===== src/rtl/yarr_rx_pkg.sv =====
// Shared definitions for the receive path: sync-header codes, block geometry
// and the block aligner state encoding.
package yarr_rx_pkg;

    localparam logic [1:0] c_DATA_HEADER = 2'b01;
    localparam logic [1:0] c_CMD_HEADER  = 2'b10;
    localparam int         c_BLOCK_W     = 66;
    localparam int         c_MAX_OFFSET  = 65;

    typedef enum logic [1:0] {HUNT, CHECK, LOCKED} align_state_t;

    function automatic logic hdr_valid(input logic [1:0] hdr);
        return (hdr == c_DATA_HEADER) || (hdr == c_CMD_HEADER);
    endfunction

endpackage


===== src/rtl/block_slicer.sv =====
// Combinational extraction of one 66b block (2b header + 64b payload) from the
// gearbox buffer; the header MSB sits at 128 - gbox_cnt + offset.
module block_slicer
    import yarr_rx_pkg::*;
(
    input  logic [193:0] gbox_buffer,
    input  logic [5:0]   gbox_cnt,
    input  logic [6:0]   offset,
    output logic [1:0]   header,
    output logic [63:0]  payload
);

    logic [7:0]  hdr_msb;
    logic [7:0]  shift;
    logic [65:0] block;

    // Shifting the block's LSB down to bit 0 keeps every access in range,
    // even for an illegal offset.
    always_comb begin
        hdr_msb = 8'd128 - {2'b00, gbox_cnt} + {1'b0, offset};
        shift   = hdr_msb - 8'(c_BLOCK_W - 1);
        block   = 66'(gbox_buffer >> shift);
        header  = block[65:64];
        payload = block[63:0];
    end

endmodule


===== src/rtl/block_aligner.sv =====
// Qualifies the header seeker's offset through HUNT/CHECK/LOCKED and, once
// locked, emits one aligned 66b block per gearbox buffer update.
module block_aligner
    import yarr_rx_pkg::*;
#(
    parameter int STABLE_CNT = 4,
    parameter int LOCK_CNT   = 32,
    parameter int BAD_WIN    = 64,
    parameter int BAD_MAX    = 16
) (
    input  logic         clk_i,
    input  logic         rst_ni,
    input  logic [193:0] gbox_buffer,
    input  logic [5:0]   gbox_cnt,
    input  logic         buffer_dv,
    input  logic [6:0]   block_offset,
    output logic [63:0]  block_o,
    output logic [1:0]   header_o,
    output logic         block_dv_o,
    output logic         locked_o,
    output logic [7:0]   lock_loss_cnt_o,
    output logic [1:0]   state_o
);

    localparam int SW = $clog2(STABLE_CNT);
    localparam int GW = $clog2(LOCK_CNT);
    localparam int WW = $clog2(BAD_WIN);
    localparam int XW = $clog2(BAD_MAX + 1);

    localparam logic [SW-1:0] STABLE_LAST = SW'(STABLE_CNT - 1);
    localparam logic [GW-1:0] GOOD_LAST   = GW'(LOCK_CNT - 1);
    localparam logic [WW-1:0] WIN_LAST    = WW'(BAD_WIN - 1);
    localparam logic [XW-1:0] BAD_LIMIT   = XW'(BAD_MAX);

    align_state_t  state;
    logic [SW-1:0] stable_cnt;
    logic [SW-1:0] stable_nxt;
    logic [6:0]    prev_off;
    logic [6:0]    cur_off;
    logic [GW-1:0] good_cnt;
    logic [WW-1:0] blk_cnt;
    logic [XW-1:0] bad_cnt;
    logic [XW-1:0] bad_nxt;
    logic [1:0]    slice_hdr;
    logic [63:0]   slice_payload;
    logic          hdr_ok;
    logic          off_match;

    block_slicer u_slicer (
        .gbox_buffer (gbox_buffer),
        .gbox_cnt    (gbox_cnt),
        .offset      (cur_off),
        .header      (slice_hdr),
        .payload     (slice_payload)
    );

    always_comb begin
        hdr_ok    = hdr_valid(slice_hdr);
        off_match = (block_offset <= 7'(c_MAX_OFFSET)) && (block_offset == prev_off);
        stable_nxt = stable_cnt;
        if (stable_cnt != STABLE_LAST) begin
            stable_nxt = stable_cnt + 1'b1;
        end
        bad_nxt = bad_cnt;
        if (!hdr_ok && (bad_cnt != BAD_LIMIT)) begin
            bad_nxt = bad_cnt + 1'b1;
        end
    end

    assign state_o = state;

    always_ff @(posedge clk_i or negedge rst_ni) begin
        if (!rst_ni) begin
            state           <= HUNT;
            stable_cnt      <= '0;
            prev_off        <= '0;
            cur_off         <= '0;
            good_cnt        <= '0;
            blk_cnt         <= '0;
            bad_cnt         <= '0;
            lock_loss_cnt_o <= '0;
            block_o         <= '0;
            header_o        <= '0;
            block_dv_o      <= 1'b0;
            locked_o        <= 1'b0;
        end else begin
            locked_o   <= (state == LOCKED);
            block_dv_o <= 1'b0;
            if (buffer_dv) begin
                case (state)
                    HUNT: begin
                        if (off_match) begin
                            stable_cnt <= stable_nxt;
                            if (stable_nxt == STABLE_LAST) begin
                                cur_off  <= block_offset;
                                good_cnt <= '0;
                                state    <= CHECK;
                            end
                        end else begin
                            stable_cnt <= '0;
                            prev_off   <= block_offset;
                        end
                    end
                    CHECK: begin
                        if (!hdr_ok) begin
                            stable_cnt <= '0;
                            state      <= HUNT;
                        end else if (good_cnt == GOOD_LAST) begin
                            blk_cnt <= '0;
                            bad_cnt <= '0;
                            state   <= LOCKED;
                        end else begin
                            good_cnt <= good_cnt + 1'b1;
                        end
                    end
                    LOCKED: begin
                        // The block is emitted even when it is the one that breaks lock.
                        block_dv_o <= 1'b1;
                        block_o    <= slice_payload;
                        header_o   <= slice_hdr;
                        if (bad_nxt == BAD_LIMIT) begin
                            stable_cnt <= '0;
                            state      <= HUNT;
                            if (lock_loss_cnt_o != 8'hFF) begin
                                lock_loss_cnt_o <= lock_loss_cnt_o + 8'd1;
                            end
                        end else if (blk_cnt == WIN_LAST) begin
                            blk_cnt <= '0;
                            bad_cnt <= '0;
                        end else begin
                            blk_cnt <= blk_cnt + 1'b1;
                            bad_cnt <= bad_nxt;
                        end
                    end
                    default: state <= HUNT;
                endcase
            end
        end
    end

endmodule


===== config.mk =====
export PLATFORM = sky130hd
export DESIGN_NAME = block_aligner
export DESIGN_NICKNAME = d
export VERILOG_FILES = /design/src/rtl/yarr_rx_pkg.sv /design/src/rtl/block_slicer.sv /design/src/rtl/block_aligner.sv
export SDC_FILE = /design/constraint.sdc
export NUM_CORES = 1
export LEC_CHECK = 0
export ABC_CLOCK_PERIOD_IN_PS = 5500
export BUFFER_PORTS_ARGS = -buffer_cell sky130_fd_sc_hd__buf_2
export CAP_MARGIN = 20
export CELL_PAD_IN_SITES_DETAIL_PLACEMENT = 0
export CELL_PAD_IN_SITES_GLOBAL_PLACEMENT = 1
export CORE_ASPECT_RATIO = 0.75
export CORE_UTILIZATION = 35
export CTS_CLUSTER_DIAMETER = 100
export DETAILED_ROUTE_END_ITERATION = 10
export MAX_ROUTING_LAYER = met4
export PLACE_DENSITY_LB_ADDON = 0.1
export SETUP_SLACK_MARGIN = 0.3
export SKIP_LAST_GASP = 1
export SYNTH_ARGS = -nofsm -noshare
export SYNTH_HDL_FRONTEND = slang
export SYNTH_HIERARCHICAL = 1
export SYNTH_SLANG_ARGS = --single-unit

===== constraint.sdc =====
create_clock -name clk_i -period 5.5 [get_ports clk_i]
set_input_delay 0.275 -clock clk_i [delete_from_list [all_inputs] [get_ports clk_i]]
set_output_delay 0.275 -clock clk_i [all_outputs]
set_load 0.03 [all_outputs]

After elaboration in Yosys (flattened, before gate mapping). Index checks and enable logic that the tools add are counted.

$add $sub $neg: 8. Magnitude comparators: 1. Equality and inequality tests: 21. Shift operators: 1. Multiplexer cells: 28. Bitwise gates (word level): 1. Reduce and logical (&&, ||, !) cells: 16.

Operators by type and width (number): >> shifter 194 x 8 -> 66 bit (1); two-way mux 5 bit (9); two-way mux 6 bit (4); case mux 5 bit (2 select lines) (2); two-way mux 2 bit (8); != test 2 bit, second input constant (8); case mux 2 bit (3 select lines) (2); case mux 6 bit (2 select lines) (1); AND reduction 4 bit (3); adder 5 x 1 -> 5 bit, second input constant (2); == test 5 bit, second input constant (2); AND reduction 5 bit (2); adder 8 x 1 -> 8 bit, second input constant (1); adder 8 x 7 -> 8 bit (1); != test 8 bit, second input constant (1); subtractor 8 x 6 -> 8 bit, first input constant (1); subtractor 8 x 7 -> 8 bit, second input constant (1); == test 7 bit (1); less-or-equal comparator 7 bit, second input constant (1); adder 6 x 1 -> 6 bit, second input constant (1); == test 2 bit, second input constant (3); == test 6 bit, second input constant (1); AND reduction 6 bit (1); != test 5 bit, second input constant (1); 14 further kinds (18).

Register bits after elaboration: 110. Input bits: 210. Output and inout port bits: 78. Logic and storage cells: 88.

Longest topological paths before layout. Gate-level depths: netlist of run 1.

Depth in word-level cells: 12. Depth in mapped cells: 24. Mapped depth without buffers: 18.

By module. The synthesis of run 1 kept the hierarchy.

By module, submodules not included: block_slicer (times used 1, cells each 1728, area an instance 15279.7 sq um, seq. area each 0.0 sq um); block_aligner (times used 1, cells each 365, area an instance 4737.0 sq um, seq. area each 2752.6 sq um).

Worst setup path after synthesis of run 1. Ideal clock, no wire load.

Path kind: register to register. Start: register cur_off[1]. End: register lock_loss_cnt_o[1]. Setup time: 125 ps. Arrival time: 5432 ps. Data required time: 5375 ps. Slack: -56 ps. Cell stages (with the launch flop): 20. Buffers on the path: 4. Clock period less this slack: 5556 ps. Cells stage by stage: dfrtp_1 -> ha_1 -> ha_1 -> inv_1 -> fa_1 -> xnor2_2 -> buf_4 -> buf_2 -> mux4_2 -> mux4_1 -> mux2_2 -> o21ai_0 -> o21ai_0 -> xor2_1 -> or4_1 -> a222oi_1 -> buf_4 -> and3_1 -> buf_4 -> mux2_2.

Word-level cells in the longest chain between the ends: 10. Elaborated cells on any way between the ends: 11. Those cells by class: 2 x add/sub; 3 x eq/ne; 1 x shift; 1 x mux; 4 x reduce/logical.

Ends and longest elaborated chain: start, declared (RTL line block_aligner.sv:39) `logic [6:0] cur_off;`; start signal, assigned (RTL line block_aligner.sv:95) `cur_off <= block_offset;`; adder 8 x 7 -> 8 bit * (RTL line block_slicer.sv:20) `hdr_msb = 8'd128 - {2'b00, gbox_cnt} + {1'b0, offset};`; subtractor 8 x 7 -> 8 bit * (RTL line block_slicer.sv:21) `shift = hdr_msb - 8'(c_BLOCK_W - 1);`; >> shifter 194 x 8 -> 66 bit * (RTL line block_slicer.sv:22) `block = 66'(gbox_buffer >> shift);`; net slice_hdr[1] (RTL line block_aligner.sv:44) `logic [1:0] slice_hdr;`; == test 2 x 1 -> 1 bit / == test 2 bit (equally long branches) (RTL line yarr_rx_pkg.sv:13) `return (hdr == c_DATA_HEADER) || (hdr == c_CMD_HEADER);`; logical OR 1 bit * (RTL line yarr_rx_pkg.sv:13); zero test 1 bit *; logical AND 1 bit * (RTL line block_aligner.sv:65) `if (!hdr_ok && (bad_cnt != BAD_LIMIT)) begin`; two-way mux 5 bit * (RTL line block_aligner.sv:65); == test 5 bit * (RTL line block_aligner.sv:121) `if (bad_nxt == BAD_LIMIT) begin`; AND reduction 4 bit (no source line) *; end signal, assigned (RTL line block_aligner.sv:125) `lock_loss_cnt_o <= lock_loss_cnt_o + 8'd1;`; end, declared (RTL line block_aligner.sv:21) `output logic [7:0] lock_loss_cnt_o,`.

The timed path passes the listed nets; every way through them passes the cells marked *. A chain may end at the register's enable or synchronous reset.

Worst setup path in the final report of run 1. Ends and elaborated chain as after synthesis.

==> reports/metrics.cfg, run 1 <==
[critical_path]
endpoint_kind=flop
start_kind=flop
cp.required_ns=5.74
worstSetupPathType=reg -> reg
critPathArrivalTime_ns=5.57
worstReg2RegStart=cur_off[1]$_DFFE_PN0P_
crit_slowest_cell=mux4_2
path_cells=ha_4 > ha_4 > inv_2 > fa_4 > xnor2_4 > buf_12 > buf_16 > buf_8 > mux4_2 > mux4_2 > mux2i_2 > nand2_1 > o21ai_4 > buf_6 > o21ai_4 > xor2_2 > or4_4 > a222oi_1 > buf_4 > and3_4 > buf_4 > mux2_4
rr_worst_depth=22
max_stage_delay_ns=0.54
timing.rr.end=lock_loss_cnt_o[1]$_DFFE_PN0P_
reg2reg_slack_ns=0.17
worstPathMaxFanout=5

[clock_network]
cts_buffer_depth=2
cts_tree=built
clkLatencyLatePin_ns=0.36
path_clk_slew_ns=0.07
cts_root_buf=clkbuf_16
cts_made_buffers=9
clock_sink_count=110
cts_max_level=3

[power_and_ir_drop]
p_leak_nw=10.0
power_mw=5.88
irDropWorstVdd_v=0.000200
power.density_nw_per_um2=243

[place]
gp_congestion=1.06
port-buffer-count=287
post-dp-hpwl_um=88900

[floorplan]
die_area_um2=58200
die_y_um=209
core_area_um2=56200
fp.dieW_um=278
rows=75
start_util=0.356
io_pins=288

[hold_path]
min_path_cells=2
min_path_type=in -> reg
min_to=prev_off[0]$_DFFE_PN0P_
hold_path.startpoint=block_offset[0]

[sta]
slew-limit-headroom=0.234
finalHoldViolCount=0
period_share=0.968
tns_ns=0
period_minus_slack_ns=5.33
finalSetupViolations=0
drv_slew=0
grt_setup_unrepaired=true
finalClockSkew_ns=0.0162
max_clock_freq_mhz=188
worstMarginPinSlew_ns=1.14

[drt]
drtPass1Iterations=6
routed_via_density=6.76
wire_per_inst_um=34.5
drt-initial-drc-count=2919
vias=21469
route.detailed.drc=0
antenna_left=0
drt_wl_total_um=109000

[flow_run]
maxCapViolCount=0

[layout]
area.growth.synth_to_final_pct=21.0
final_cell_mix=286 x buf_2, 247 x mux4_2, 224 x buf_4, 201 x nand2_1
layout-drive-gt1-share=0.434
layout_commonest_cell=buf_2
fin_util=0.431
nNetsFinal=2671

[grt]
grt_use_total=0.381
grt_max_degree=132
grt-ovfl-total=0
antenna_found_initial=5
grt_pass1_wl_um=155000
grt_pass1_vias=20120

[synthesis]
synth_area_leaders=mux4_2 27%, dfrtp_1 14%, mux2_2 11%, mux2i_1 9.5%, nand2_1 3.8%
synth_edf_count=0
syn_area_um2=20000
yosysSeqAreaShare=0.138
synthesis.nets=2326
yosysWarnings=6
synth-seq-cells=110
yosys_most_used_dff=dfrtp_1
synth_top_area_frac=0.275
avgSynthCellArea_um2=9.56
synth_top_cell_by_area=mux4_2
yosysUniqueCellTypes=78
syn_inst=2093
async_reset_ff_frac=1.00

[run_status]
status=finished clean

==> final cells by class <==
| cell class | count | area [um^2] |
|---|---|---|
| multi-input cells | 1756 | 16600 |
| repair buffers | 537 | 3590 |
| fillers | 5522 | 32000 |
| well taps | 731 | 915 |
| diodes | 3 | 7.51 |
| inverters | 24 | 92.6 |
| clock buffers | 10 | 229 |
| flip-flops and latches | 110 | 2750 |
| clock inverters | 6 | 78.8 |
==> how the worst max path moves through the flow <==
stage / depth (start not counted) / endpoint / startpoint / slack [ns]
floorplan: 19 / lock_loss_cnt_o[1]$_DFFE_PN0P_ / cur_off[1]$_DFFE_PN0P_ / 0.32
global placement: 24 / state_o[1]$_DFFE_PN0P_ / gbox_cnt[1] / -0.13
detailed placement: 21 / state_o[1]$_DFFE_PN0P_ / gbox_cnt[1] / -0.14
CTS: 22 / lock_loss_cnt_o[6]$_DFFE_PN0P_ / cur_off[1]$_DFFE_PN0P_ / 0.17
global route: 23 / lock_loss_cnt_o[7]$_DFFE_PN0P_ / cur_off[1]$_DFFE_PN0P_ / 0.02
finish: 22 / lock_loss_cnt_o[1]$_DFFE_PN0P_ / cur_off[1]$_DFFE_PN0P_ / 0.17
==> registers in the layout (all words and copies together), names as in the netlist <==
| register | count |
|---|---|
| block_o | 64 |
| lock_loss_cnt_o | 8 |
| cur_off | 7 |
| prev_off | 7 |
| blk_cnt | 6 |
| bad_cnt | 5 |
| good_cnt | 5 |
| header_o | 2 |
| stable_cnt | 2 |
| state_o | 2 |
| block_dv_o | 1 |
| locked_o | 1 |
==> per-stage QoR <==
| stage | hold WS [ns] | setup slack (ns) | cell area, um^2 | std cells |
|---|---|---|---|---|
| floorplan | -0.0206 | 0.315 | 20000 | 2093 |
| global placement | 0.321 | -0.130 | 23200 | 3118 |
| detailed placement | 0.336 | -0.142 | 23200 | 3120 |
| CTS | 0.197 | 0.175 | 23900 | 3164 |
| finish | 0.205 | 0.175 | 24200 | 3177 |
| global route | 0.194 | 0.0241 | 24200 | 3177 |
==> synth_stat cells (all sizes together) (7+ instances only) <==
master and n:
or3 17, a31oi 12, xnor2 16, nand2b 7, inv 24, a22oi 29, or4 8, o22ai 41
a221oi 12, a211o 18, nor2 193, nand4 11, o311ai 8, clkbuf 79, and2 12, ha 22
o21ai 101, and3 15, nand2 204, dfrtp 110, nor3 38, o21a 10, mux2i 189, mux2 192
mux4 249, a211oi 44, nor2b 8, o211ai 29, o31ai 10, nand3 57, a21oi 90, o221ai 8
buf 124
==> worst max-delay path: cells and delay by family, from the launching register on <==
| family | cells | cell delay, ns |
|---|---|---|
| multiplexers | 4 | 1.33 |
| adder cells (fa/ha/maj) | 3 | 0.94 |
| buffers and inverters | 7 | 0.86 |
| AND/OR/NAND/NOR | 3 | 0.76 |
| AO/OA/AOI/OAI | 3 | 0.50 |
| flip-flops | 1 | 0.42 |
| XOR/XNOR | 2 | 0.39 |
==> report_power, final <==
group | internal (mW) | switching [mW] | total, mW
registers | 1.09 | 0.166 | 1.26
clock network | 0.363 | 0.325 | 0.688
logic | 1.51 | 2.43 | 3.94
total | 2.96 | 2.92 | 5.88
==> kinds of logic after synthesis <==
group	synth area share
compound gates	0.169
xor+xnor	0.00956
fa+ha+maj	0.0148
buf+inv	0.0565
flops	0.138
mux	0.484
simple gates	0.129
==> layer usage <==
metal	GRT usage	vias to the layer above	wire [um]
li1	-	9013	-
met1	0.520	10976	46300
met2	0.565	1311	48400
met3	0.0877	169	11200
met4	0.105	0	3510
met5	-	-	0
==> timing repair <==
| action | in CTS | in global routing |
|---|---|---|
| hold endpoints to repair | 49 | 0 |
| hold buffers | 1 | 0 |
| setup endpoints to repair | 23 | 30 |
| setup buffers | 25 | 9 |
| pin swaps | 19 | 28 |
| gates cloned | 2 | 0 |
| gates resized for setup | 32 | 50 |
Note: power is estimated with default switching activity, not from simulation.
==> inputs of run 2 (changes only) <==
ABC_AREA = 1   (was default)
CELL_PAD_IN_SITES_DETAIL_PLACEMENT = default   (was 0)
CELL_PAD_IN_SITES_GLOBAL_PLACEMENT = default   (was 1)
PLACE_DENSITY_LB_ADDON = default   (was 0.1)
==> run 2 against run 1 <==
  * The run now ends with DRC left
  * First-iteration DRC count increased by 76%
  * Worst setup slack improved by 0.39 ns
  * Clock power decreased by 4.4%
  * Sequential cell count unchanged
  * Highest routed layer unchanged
  * Worst hold slack got worse by 0.052 ns
  * Non-clock buffer count decreased by 174
  * Critical endpoint is now blk_cnt[5]$_DFFE_PN0P_
  * Largest power group unchanged
  * Core utilization decreased by 3.5 points
==> reports/metrics.cfg, run 2 <==
[run_status]
status=finished, violations left  ; was finished clean
violations=DRC

[drt]
drt_wl_total_um=106000  ; was 109000 um
drtPass1Iterations=11  ; was 6
antenna_left=0  ; unchanged
route.detailed.drc=7  ; was 0
drt-initial-drc-count=5132  ; was 2919
routed_via_density=6.15  ; was 6.76
vias=27854  ; was 21469
wire_per_inst_um=23.4  ; was 34.5 um

[sta]
drv_slew=0  ; unchanged
setup_slack_ns=0.563  ; was 0.175 ns
period_share=0.898  ; was 0.968
grt_setup_unrepaired=false  ; was true
max_clock_freq_mhz=203  ; was 188 MHz
tns_ns=0  ; unchanged
whs_ns=0.153  ; was 0.205 ns
period_minus_slack_ns=4.94  ; was 5.33 ns
finalHoldViolCount=0  ; unchanged
finalClockSkew_ns=0.00901  ; was 0.0162 ns
worstMarginPinSlew_ns=1.02  ; was 1.14 ns
slew-limit-headroom=0.318  ; was 0.234
finalSetupViolations=0  ; unchanged

[synthesis]
syn_inst=3717  ; was 2093
yosysWarnings=6  ; unchanged
yosysUniqueCellTypes=41  ; was 78
synthesis.nets=3950  ; was 2326
synth_fa_ha_area_frac=0.0152  ; was 0.0148
synth_xor_area_frac=0.00797  ; was 0.00956
synth_top_area_frac=0.454  ; was 0.275
synth-seq-cells=110  ; unchanged
yosysSeqAreaShare=0.141  ; was 0.138
synth_top_family_by_area=simple AND/OR/NAND/NOR gates  ; was multiplexers
synth_edf_count=0  ; unchanged
synthMuxAreaShare=0  ; was 0.484
yosysMostFrequentCell=nand3_1  ; was mux4_2
avgSynthCellArea_um2=5.24  ; was 9.56 um^2
synth_top_cells_by_count=1768 x nand3_1, 1230 x nand2_1, 115 x clkbuf_1, 110 x dfrtp_1, 109 x buf_2  ; was 244 x mux4_2, 204 x nand2_1, 193 x nor2_1, 191 x mux2_2, 189 x mux2i_1
async_reset_ff_frac=1.00  ; unchanged
synth_top_cell_by_area=nand3_1  ; was mux4_2
syn_area_um2=19500  ; was 20000 um^2
synth_compound_area_frac=0.0362  ; was 0.169
yosys_most_used_dff=dfrtp_1  ; unchanged
synth-simple-area-share=0.715  ; was 0.129
synth_area_leaders=nand3_1 45%, nand2_1 24%, dfrtp_1 14%, buf_2 2.8%, clkbuf_1 2.2%  ; was mux4_2 27%, dfrtp_1 14%, mux2_2 11%, mux2i_1 9.5%, nand2_1 3.8%

[grt]
grt_use_total=0.375  ; was 0.381
antenna_found_initial=3  ; was 5
grt_pass1_wl_um=155000  ; about the same
grt_max_degree=130  ; was 132
grt-ovfl-total=0  ; unchanged
grt_pass1_vias=24481  ; was 20120

[critical_path]
critPathArrivalTime_ns=5.20  ; was 5.57 ns
worstPathMaxFanout=50  ; was 5
start_kind=flop  ; unchanged
worstSetupPathType=reg -> reg  ; unchanged
cp.required_ns=5.76  ; was 5.74 ns
endpoint_kind=flop  ; unchanged

[flow_run]
maxCapViolCount=0  ; unchanged

[clock_network]
post_cts_buffers=0  ; was 25
clkLatencyLatePin_ns=0.37  ; was 0.36 ns
cts_max_level=3  ; unchanged
cts_buffer_depth=2  ; unchanged
cts_made_buffers=9  ; unchanged
cts_root_buf=clkbuf_16  ; unchanged
post_cts_resized=0  ; was 32
path_clk_slew_ns=0.08  ; was 0.07 ns
cts_tree=built  ; unchanged
clock_sink_count=110  ; unchanged

[hold_path]
min_path_type=in -> reg  ; unchanged

[floorplan]
core_area_um2=54700  ; was 56200 um^2
die_y_um=206  ; was 209 um
die_area_um2=56600  ; was 58200 um^2
start_util=0.356  ; about the same
fp.dieW_um=274  ; was 278 um
rows=74  ; was 75
io_pins=288  ; unchanged

[power_and_ir_drop]
p_leak_nw=11.4  ; was 10.0 nW
power.density_nw_per_um2=160  ; was 243 nW/um^2
p_switching_mw=1.79  ; was 2.92 mW
internal_power_mw=1.69  ; was 2.96 mW
comb_power_share=0.576  ; was 0.670
swShare=0.514  ; was 0.496
pwr-share-clk=0.189  ; was 0.117
irDropWorstVdd_v=0.000186  ; was 0.000200 V
pwr-share-seq=0.235  ; was 0.213

[layout]
stdcell_count=4529  ; was 3177
nNetsFinal=4032  ; was 2671
layout-drive-gt1-share=0.116  ; was 0.434
fin_util=0.396  ; was 0.431
largest_registers=block_o: 64 flops, lock_loss_cnt_o: 8 flops  ; unchanged
area.growth.synth_to_final_pct=11.2  ; was 21.0%
largest-register=block_o  ; unchanged
final_cell_mix=1768 x nand3_1, 1227 x nand2_1, 286 x buf_2, 110 x dfrtp_1, 84 x inv_1  ; was 286 x buf_2, 247 x mux4_2, 224 x buf_4, 201 x nand2_1
largest_reg_flops=64  ; unchanged
layout_commonest_cell=nand3_1  ; was buf_2

[place]
dp_slack_ns=0.658  ; was -0.142 ns
post-dp-hpwl_um=86000  ; was 88900 um
port-buffer-count=287  ; unchanged
gp_congestion=1.15  ; was 1.06
dp.cells=4509  ; was 3120

[run 2: cell count changes in the layout (fill, tap and decap cells not counted), sizes merged, moves of 173 or more]
cell   previous run  this run
mux4            249         0
nand2           204      1254
buf             535       362
mux2            192         0
mux2i           189         0
nand3            57      1770
[run 2: logic make-up after synthesis]
logic type | after synthesis
AND/OR/NAND/NOR | 3075
buffers and inverters | 384
AO/OA/AOI/OAI | 109
adder cells (fa/ha/maj) | 23
XOR/XNOR | 16
flip-flops | 110
[run 2: layout make-up]
class	instances	area, um^2
Inverter	92	359
Antenna cell	3	7.51
Clock buffer	11	253
Fill cell	6239	33100
Tap cell	722	903
Sequential cell	110	2750
Timing Repair Buffer	363	2160
Clock inverter	5	42.5
Multi-Input combinational cell	3223	15200
[run 2: final timing paths]
check | slack [ns] | cells past startpoint | endpoint | start
setup reg to reg | 0.56 | 27 | blk_cnt[5]$_DFFE_PN0P_ | cur_off[1]$_DFFE_PN0P_
min in group asynchronous | 0.50 | 2 | lock_loss_cnt_o[2]$_DFFE_PN0P_ | rst_ni
setup / recovery | 0.56 | 27 | blk_cnt[5]$_DFFE_PN0P_ | cur_off[1]$_DFFE_PN0P_
hold / removal | 0.15 | 3 | prev_off[0]$_DFFE_PN0P_ | block_offset[0]
hold reg to reg | 0.47 | 2 | block_o[52]$_DFFE_PN0P_ | block_o[52]$_DFFE_PN0P_
max in group asynchronous | 3.78 | 3 | good_cnt[3]$_DFFE_PN0P_ | rst_ni
[run 2: what timing repair did]
item                                    in CTS  in global routing
hold buffers                                 1                  0
hold endpoints to repair                    36                  0
endpoints found under the setup margin       0                  0
[run 2: worst max-delay path: stages (launching register included)]
cell	delay (ns)
dfrtp_1	0.38
ha_1	0.37
ha_4	0.16
inv_1	0.05
fa_4	0.81
inv_4	0.32
buf_12	0.28
nand3_1	0.16
nand3_1	0.13
nand3_1	0.14
nand2_1	0.19
nand2_1	0.11
nand3_1	0.10
nand3_1	0.12
nand2_1	0.15
inv_1	0.06
nand2_1	0.12
nand2_4	0.09
nand2_4	0.13
inv_4	0.05
nand2_2	0.08
nand2_4	0.07
nor2_8	0.13
nand3_4	0.08
nand2_4	0.28
inv_1	0.10
nand2_1	0.07
nand2_1	0.04
[run 2: metal layers]
| metal | part of all wire | routed length, um | global-route usage | vias to the layer above |
|---|---|---|---|---|
| met5 | 0 | 0 | - | - |
| met4 | 0.042 | 4420 | 0.128 | 0 |
| met3 | 0.12 | 12300 | 0.0724 | 221 |
| met2 | 0.42 | 44700 | 0.551 | 1808 |
| met1 | 0.42 | 44400 | 0.509 | 12881 |
| li1 | - | - | - | 12944 |
[run 2: per-stage QoR]
| stage | power (mW) | cell area [um^2] |
|---|---|---|
| 4_1_cts | 3.41 | 21700 |
| 3_5_place_dp | 2.74 | 21300 |
| 3_3_place_gp | 2.75 | 21300 |
| 6_report | 3.47 | 21700 |
| 5_1_grt | 3.64 | 21700 |
| 2_1_floorplan | 2.00 | 19500 |
[run 2: power groups by stage]
stage	Sequential [mW]	Combinational, mW	Clock, mW
2_1_floorplan	0.832	1.17	0
3_3_place_gp	0.832	1.92	0
3_5_place_dp	0.832	1.91	0
4_1_cts	0.816	1.91	0.677
5_1_grt	0.816	2.12	0.702
6_report	0.816	2.00	0.658
